## src/rtl/adder_share_arbiter.sv

```systemverilog
// Round-robin arbiter sharing a single WIDTH-bit adder among NUM_REQ
// requesters; one operation in flight, result returned on one response port.
//
// Ports:
//   clk, rst        rising-edge clock, synchronous active-high reset
//   req_valid       per-requester operation pending
//   req_a, req_b    packed operands, slice i = [i*WIDTH +: WIDTH]
//   req_cin         per-requester carry in
//   req_ready       one-hot grant (IDLE only, never during reset)
//   rsp_valid       response holds a valid result
//   rsp_ready       consumer accepts the response
//   rsp_id          requester index owning the result
//   rsp_sum         (a+b+cin) mod 2^WIDTH
//   rsp_overflow    carry out of the MSB
//   busy            FSM is not in IDLE

module adder_nbit #(
  parameter int WIDTH = 16
) (
  input  logic [WIDTH-1:0] a,
  input  logic [WIDTH-1:0] b,
  input  logic             cin,
  output logic [WIDTH-1:0] sum,
  output logic             cout
);

  logic [WIDTH:0] full;

  assign full = {1'b0, a} + {1'b0, b}
              + {{WIDTH{1'b0}}, cin};
  assign sum  = full[WIDTH-1:0];
  assign cout = full[WIDTH];

endmodule

module adder_share_arbiter #(
  parameter int NUM_REQ = 4,
  parameter int WIDTH   = 16,
  parameter int IDW     = (NUM_REQ > 1) ? $clog2(NUM_REQ) : 1
) (
  input  logic                     clk,
  input  logic                     rst,
  input  logic [NUM_REQ-1:0]       req_valid,
  input  logic [NUM_REQ*WIDTH-1:0] req_a,
  input  logic [NUM_REQ*WIDTH-1:0] req_b,
  input  logic [NUM_REQ-1:0]       req_cin,
  output logic [NUM_REQ-1:0]       req_ready,
  output logic                     rsp_valid,
  input  logic                     rsp_ready,
  output logic [IDW-1:0]           rsp_id,
  output logic [WIDTH-1:0]         rsp_sum,
  output logic                     rsp_overflow,
  output logic                     busy
);

  typedef enum logic [1:0] {
    IDLE = 2'd0,
    CALC = 2'd1,
    RESP = 2'd2
  } state_t;

  state_t state;
  state_t state_nxt;

  logic [IDW-1:0]   rr_ptr;
  logic [IDW-1:0]   gnt_idx;
  logic             gnt_found;
  logic             do_grant;
  logic             do_load;
  logic             do_pop;

  logic [WIDTH-1:0] op_a;
  logic [WIDTH-1:0] op_b;
  logic             op_cin;
  logic [IDW-1:0]   op_id;

  logic [WIDTH-1:0] add_sum;
  logic             add_cout;

  localparam logic [IDW:0] NREQ_W = (IDW+1)'(NUM_REQ);
  localparam logic [IDW-1:0] LAST_ID = IDW'(NUM_REQ - 1);

  // Search rr_ptr, rr_ptr+1, ... modulo NUM_REQ for the first valid.
  always_comb begin
    logic [IDW:0]   pos;
    logic [IDW-1:0] idx;
    gnt_found = 1'b0;
    gnt_idx   = '0;
    pos       = '0;
    idx       = '0;
    for (int k = 0; k < NUM_REQ; k++) begin
      pos = {1'b0, rr_ptr} + (IDW+1)'(k);
      if (pos >= NREQ_W) begin
        pos = pos - NREQ_W;
      end
      idx = pos[IDW-1:0];
      if (!gnt_found && req_valid[idx]) begin
        gnt_found = 1'b1;
        gnt_idx   = idx;
      end
    end
  end

  always_ff @(posedge clk) begin
    if (rst) begin
      state <= IDLE;
    end else begin
      state <= state_nxt;
    end
  end

  always_comb begin
    state_nxt = state;
    req_ready = '0;
    do_grant  = 1'b0;
    do_load   = 1'b0;
    do_pop    = 1'b0;
    busy      = 1'b1;
    unique case (state)
      IDLE: begin
        busy = 1'b0;
        if (gnt_found && !rst) begin
          req_ready = {{(NUM_REQ-1){1'b0}}, 1'b1}
                      << gnt_idx;
          do_grant  = 1'b1;
          state_nxt = CALC;
        end
      end
      CALC: begin
        do_load   = 1'b1;
        state_nxt = RESP;
      end
      RESP: begin
        if (rsp_ready) begin
          do_pop    = 1'b1;
          state_nxt = IDLE;
        end
      end
      default: begin
        state_nxt = IDLE;
      end
    endcase
  end

  // Operands are captured at grant so later req_* changes cannot
  // disturb the in-flight result.
  always_ff @(posedge clk) begin
    if (rst) begin
      rr_ptr <= '0;
      op_a   <= '0;
      op_b   <= '0;
      op_cin <= 1'b0;
      op_id  <= '0;
    end else if (do_grant) begin
      rr_ptr <= (gnt_idx == LAST_ID) ? '0
                                     : gnt_idx + 1'b1;
      op_a   <= req_a[gnt_idx*WIDTH +: WIDTH];
      op_b   <= req_b[gnt_idx*WIDTH +: WIDTH];
      op_cin <= req_cin[gnt_idx];
      op_id  <= gnt_idx;
    end
  end

  adder_nbit #(
    .WIDTH (WIDTH)
  ) u_add (
    .a    (op_a),
    .b    (op_b),
    .cin  (op_cin),
    .sum  (add_sum),
    .cout (add_cout)
  );

  always_ff @(posedge clk) begin
    if (rst) begin
      rsp_valid    <= 1'b0;
      rsp_id       <= '0;
      rsp_sum      <= '0;
      rsp_overflow <= 1'b0;
    end else if (do_load) begin
      rsp_valid    <= 1'b1;
      rsp_id       <= op_id;
      rsp_sum      <= add_sum;
      rsp_overflow <= add_cout;
    end else if (do_pop) begin
      rsp_valid    <= 1'b0;
    end
  end

endmodule

```

## config.mk

```make
export PLATFORM = sky130hd
export DESIGN_NAME = adder_share_arbiter
export DESIGN_NICKNAME = d
export VERILOG_FILES = /design/src/rtl/adder_share_arbiter.sv
export SDC_FILE = /design/constraint.sdc
export NUM_CORES = 1
export LEC_CHECK = 0
export CAP_MARGIN = 30
export CORE_UTILIZATION = 37
export DETAILED_ROUTE_END_ITERATION = 8
export GPL_TIMING_DRIVEN = 0
export PLACE_DENSITY = 0.74
export SLEW_MARGIN = 10
export SYNTH_ARGS = -nofsm -noshare
export SYNTH_HDL_FRONTEND = slang
export SYNTH_HIERARCHICAL = 1
export SYNTH_SLANG_ARGS = --single-unit
export TNS_END_PERCENT = 50
```

## constraint.sdc

```tcl
create_clock -name clk -period 3.2 [get_ports clk]
set_clock_uncertainty 0.05 [all_clocks]
set_input_delay 0.8 -clock clk [delete_from_list [all_inputs] [get_ports clk]]
set_output_delay 0.8 -clock clk [all_outputs]
set_load 0.05 [all_outputs]
```

==> results of run 1 <==
cell usage after synthesis (all sizes together), types with 3 or more instances:
library cell,number,area [um2]
o221ai,3,38.8
nor2b,3,18.8
o21ai,39,203
nand2,77,289
clkbuf,14,52.6
o21bai,3,22.5
a21oi,37,208
xnor2,9,78.8
o211ai,32,385
nor2,13,75.1
nor3,3,31.3
inv,5,18.8
xor2,5,43.8
mux2i,38,384
nand2b,6,45.0
nand3,35,175
a21o,38,287
buf,20,150
o21a,3,22.5
dfxtp,59,1180
ha,16,200
where the power goes:
part,switching [uW],total (uW),leakage (uW),internal (uW)
registers,86.0,942,0.000485,856
logic,765,1400,0.00190,633
clock network,305,917,0.000132,612
total,1160,3260,0.00251,2100
timing repair:
action | 4_1_cts | 5_1_grt
resized for setup | 40 | 8
endpoints found under the setup margin | 4 | 4
setup buffers | 4 | 1
pin swaps | 4 | 2
endpoints found under the hold margin | 0 | 0
worst min-delay path, stage by stage, from the launching register on:
cell,delay (ns)
dfxtp_1,0.31
nand2_1,0.05
a21oi_1,0.05
area by class of cell:
cell class                 count  area, um2  share of cell area
buffer                        34        213              0.0340
clock buffer                  10        138              0.0220
clock inverter                 5        125              0.0200
inverter                       5       18.8             0.00300
multi-input combinational    381       2760               0.441
sequential                    59       1180               0.189
tap                          140        175              0.0280
timing repair buffer         166       1650               0.263
state kept, by name, summed over array words and instances (netlist names):
name	count
op_a	16
op_b	16
rsp_sum	16
op_id	2
rr_ptr	2
rsp_id	2
state	2
op_cin	1
rsp_overflow	1
rsp_valid	1
through the flow:
step | instance area, um2 | setup slack (ns) | instances | hold WS [ns]
6_report | 6260 | 0.0728 | 800 | 0.407
5_1_grt | 6260 | -0.00103 | 800 | 0.420
4_1_cts | 6240 | 0.00763 | 799 | 0.409
3_5_place_dp | 5920 | -1.04 | 780 | 0.400
3_3_place_gp | 5920 | -0.972 | 780 | 0.397
2_1_floorplan | 4130 | 0.0114 | 479 | 0.381
cells by family after synthesis:
kind of cell / share of synthesized area
buf+inv: 0.0536
flops: 0.286
compound gates: 0.313
simple gates: 0.167
fa+ha+maj: 0.0581
mux: 0.0929
xor+xnor: 0.0297
metal layers:
layer	GRT usage	wire, um	share of wire	vias to the layer above
li1	-	-	-	2092
met1	0.282	5550	0.42	1943
met2	0.408	6430	0.49	180
met3	0.0611	946	0.072	19
met4	0.0656	199	0.015	0
met5	0	0	0	-
worst max-delay path by stage:
stage          depth (start not counted)    startpoint      endpoint
2_1_floorplan                          5           rst  req_ready[2]
4_1_cts                                6           rst  req_ready[2]
5_1_grt                                9  req_valid[1]  req_ready[0]
3_3_place_gp                           8  req_valid[0]  req_ready[3]
3_5_place_dp                           8  req_valid[0]  req_ready[3]
6_report                               9  req_valid[0]  req_ready[1]
==> results.md, run 1 <==
- DR WL/cell: 16.4 um
- Overall routed net length: between 10000 and 15000 um
- TritonCTS clock tree: built
- Boundary pin count: 164
- Worst-Margin Slew: between 0.5 and 0.6 ns
- 1st-pass router iterations: 4
- First-pass GRT wire length: 21000 um
- CP max stage delay: around 0.25 ns
- Mean post-synth cell area: between 8 and 9 um2
- ANT nets after route: 0
- Tmin final: approximately 3.1 ns
- Worst reg2reg setup slack: 0.43 ns
- Total GRT Usage: 0.234
- Die Wd: approximately 110 um
- CP max stage cell: o22a_1
- Fillers: roughly 1000
- Ys flop type: dfxtp_1
- Crit path required time: around 2.4 ns
- HP Class: register to register
- Hold Path Sink: rsp_sum[3]
- Starting DRT DRC Count: ~190
- Max VDD drop: 0.000295 V
- Fmax: 320 MHz
- Power Total: 3260 uW
- Final setup TNS: 0 ns
- Final Hold Vio Count: 0
- CTS H-tree depth: 3
- Kind of critical path: input port to output pin
- Worst skew pair latency: approximately 0.35 ns
- Pin count of the biggest net entering global routing: 11
- Top delay family on crit path: buffers and inverters
- Final Util: 0.578
- Initial antenna violation count: 0
- Commonest cells after routing, fill and taps aside: clkdlybuf4s50_1 (154), nand2_1 (77), dfxtp_1 (59)
- # setup viols final: 0
- Via Count: ~4200
- Rel. slew slack: 0.664
- Fin crit share: 0.977
- Clock Sinks: 59
- CTS Buffer Depth: 2
- Routed vias/inst: between 5 and 6
- Root buffer cell: clkbuf_8
- Syn. warnings: 6
- CP cell instances: clkbuf_4, a21oi_1, o21a_1, o22a_1, nand2b_4, buf_6, buf_6, nor3_2, buf_6
- Status: finished, final reports clean
- Worst hold path depth: 2
- Syn_nets: around 640
- Area grow syn2layout: 51.5%
- Residual DRC: 0
- Dpl hpwl: between 10000 and 15000 um
- Initial core utilization: 0.381
- CTS Hold Bufs: 0
- Cell repeated most along the worst path: buf_6
- Die H: 108 um
- Port bufs: about 160
- Die area: about 12000 um2
- TritonCTS Buffers: 9
- Synthesized cell area: between 4000 and 5000 um2
- Worst R2R Start: op_a[0]
- Share of cells above drive strength 1: 0.155
- # rows: 38
- Synth cell types: 55
- Vias in the first global route: between 4000 and 5000
- Static Leak: approximately 0.0025 uW
- Post-synth EDFFs: 0
- Final nets: just over 800
- Reg2Reg Depth: 10
- FF+latch count, synth: between 50 and 60
- Placer Congestion: roughly 0.87
- Worst-path fanout max: 10
- Commonest non-fill, non-tap cell in the layout: clkdlybuf4s50_1
- Crit path buffers/inverters: 4
- Mapped Cells: ~480
- Sequential-to-total area share from yosys stat: 0.286
- Maxcap violations: 0
- FFs w/ async S/R, synth: 0
- Overflow after GRT: 0
- Final max-slew violation count: 0
- Hold Path Origin: rsp_sum[3]
- Core Area: 10800 um2
- Clock-pin slew of the registers on the worst-case setup and hold paths: around 0.060 ns
- RR Endpoint: rsp_sum[10]
- Diode count: 0
- Critical Path AT: 2.28 ns
- Worst setup EP type: output pin
- P per Cell Area: slightly above 500 nW/um2
- Critical Path Start Type: input port
No activity file was read; power rests on OpenSTA's default activity.
==> inputs of run 2 (changes only) <==
--- a/config.mk
+++ b/config.mk
@@ -7,6 +7,8 @@
 export LEC_CHECK = 0
 export CAP_MARGIN = 30
 export CORE_UTILIZATION = 37
+export CTS_CLUSTER_DIAMETER = 30
+export CTS_CLUSTER_SIZE = 8
 export DETAILED_ROUTE_END_ITERATION = 8
 export GPL_TIMING_DRIVEN = 0
 export PLACE_DENSITY = 0.74
==> results of run 2 <==
Final layout, timing and power as in run 1 (identical DEF).
==> inputs of run 3 (changes only) <==
--- a/config.mk
+++ b/config.mk
@@ -10,8 +10,9 @@
 export CTS_CLUSTER_DIAMETER = 30
 export CTS_CLUSTER_SIZE = 8
 export DETAILED_ROUTE_END_ITERATION = 8
+export DONT_BUFFER_PORTS = 1
 export GPL_TIMING_DRIVEN = 0
-export PLACE_DENSITY = 0.74
+export PLACE_DENSITY = 0.55
 export SLEW_MARGIN = 10
 export SYNTH_ARGS = -nofsm -noshare
 export SYNTH_HDL_FRONTEND = slang
==> constraint.sdc (replaced) <==
create_clock -name clk -period 2.9 [get_ports clk]
set_clock_uncertainty 0.05 [all_clocks]
set_input_delay 0.725 -clock clk [delete_from_list [all_inputs] [get_ports clk]]
set_output_delay 0.725 -clock clk [all_outputs]
set_load 0.05 [all_outputs]
==> results.md, run 3 (synthesis gave the netlist of run 1 again) <==
- Kind of critical path: input port to output pin
- TritonCTS clock tree: built
- Worst skew pair latency: between 0.3 and 0.4 ns
- Clock Sinks: about 60
- 1st-pass router iterations: 4
- Switching share of total power: 0.391
- Critical Path AT: between 2 and 2.5 ns
- Routed vias/inst: between 5 and 6
- Pin count of the biggest net entering global routing: 18
- # rows: 38
- Via Count: between 3000 and 4000
- Share of cells above drive strength 1: 0.198
- Combinational power share: 0.371
- Crit path from: req_valid[3]
- Area grow syn2layout: 11.7%
- Initial antenna violation count: 0
- Die H: between 100 and 150 um
- Static Leak: 0.00185 uW
- TritonCTS Buffers: 9
- Worst-path fanout max: 10
- Pint: 1900 uW
- Commonest cells after routing, fill and taps aside: nand2_1 (77), dfxtp_1 (56), mux2i_1 (37), a21o_1 (37), o21ai_0 (36)
- Post-DP Area: approximately 4300 um2
- Max VDD drop: 0.000246 V
- Status: finished, final reports clean
- Register share of total power: 0.370
- Placer Congestion: approximately 0.83
- Diode count: 0
- Worst setup EP type: output pin
- Critical Path Start Type: input port
- Initial core utilization: 0.381
- HP Class: register to register
- Final instance area: 4620 um2
- Rel. slew slack: 0.638
- First-pass GRT wire length: about 18000 um
- Commonest non-fill, non-tap cell in the layout: nand2_1
- Die Wd: 108 um
- Die area: 11600 um2
- Min setup slack post-route: 0.0713 ns
- Tmin final: about 2.8 ns
- ANT nets after route: 0
- Total GRT Usage: 0.208
- Largest regs: op_a x16, op_b x16, rsp_sum x16
- Hold Path Origin: op_id[1]
- CTS H-tree depth: 3
- Final max-slew violation count: 0
- Worst R2R Start: op_a[0]
- Final nets: 651
- Final Hold Vio Count: 0
- Unrepaired setup endpoints after global routing: false
- # setup viols final: 0
- Starting DRT DRC Count: around 130
- Vias in the first global route: ~3400
- Port bufs: 0
- Overall routed net length: roughly 12000 um
- Maxcap violations: 0
- P per Cell Area: 675 nW/um2
- P_sw: 1220 uW
- Overflow after GRT: 0
- Clock-pin slew of the registers on the worst-case setup and hold paths: around 0.07 ns
- Worst-Margin Slew: 0.542 ns
- CTS Buffer Depth: 2
- Pre-CTS setup slack: -0.351 ns
- DR WL/cell: between 15 and 20 um
- Boundary pin count: about 160
- Residual DRC: 0
- Fin crit share: 0.975
- Core Area: approximately 11000 um2
- Clock network power share: 0.260
- Crit path required time: roughly 2.1 ns
- Fmax: about 350 MHz
- Dpl hpwl: 9480 um
- Root buffer cell: clkbuf_8
run 3: cell count changes in the layout (fill, tap and decap cells not counted), moves of 2 or more:
cell,change
buf_2,-3
nor2_4,+2
nor2_1,-2
dfxtp_2,+3
bufinv_16,-2
clkdlybuf4s50_1,-154
dfxtp_1,-3
buf_6,-3
clkbuf_1,+2
run 3: final timing paths:
kind	depth (start not counted)	endpoint	slack, ns
worst max-delay path	6	req_ready[2]	0.07
worst min-delay path	2	rsp_id[1]	0.43
worst max register to register	10	rsp_sum[10]	0.20
worst min register to register	2	rsp_id[1]	0.43
run 3: cell type report:
| type | count | area, um2 |
|---|---|---|
| fillers | 1107 | 6220 |
| multi-input cells | 381 | 2780 |
| flip-flops and latches | 59 | 1180 |
| plain buffers | 33 | 210 |
| well taps | 140 | 175 |
| clock buffers | 11 | 131 |
| clock inverters | 5 | 77.6 |
| repair buffers | 5 | 37.5 |
| inverters | 5 | 18.8 |
run 3: worst max-delay path, cell delays in order:
cell and delay, ns:
clkbuf_4 0.20, nor4_2 0.10, nor3_4 0.31, o221ai_4 0.22, buf_6 0.20, nor2_4 0.29
run 3: what timing repair did:
| action | 4_1_cts | 5_1_grt |
|---|---|---|
| pin swaps | 4 | 4 |
| setup buffers | 3 | 2 |
| endpoints found under the hold margin | 0 | 0 |
| hold buffers | 0 | 0 |
| gates resized for setup | 10 | 9 |
| endpoints found under the setup margin | 4 | 5 |
run 3: power by group through the flow:
stage,sequential [uW],clock (uW),combinational [uW]
after floorplan,1130,0,894
after global placement,1170,0,1090
after detailed placement,1170,0,1110
after CTS,1150,823,1140
after global routing,1170,864,1280
final,1150,810,1160
run 3: routing by layer:
metal,share of wire,vias up,GRT usage
met4,0.010,0,0.0528
met2,0.48,126,0.349
met1,0.44,1636,0.262
li1,-,1768,-
met3,0.070,7,0.0569
met5,0,-,0
run 3: stage by stage:
step           hold slack, ns  power (uW)  instances  setup TNS [ns]  utilization
2_1_floorplan           0.381        2030        479          -0.171            -
3_3_place_gp            0.401        2260        619           -1.08        0.398
3_5_place_dp            0.411        2280        619           -1.12        0.398
4_1_cts                 0.422        3110        637         -0.0853        0.421
5_1_grt                 0.438        3310        639               0        0.426
6_report                0.425        3120        639               0        0.426
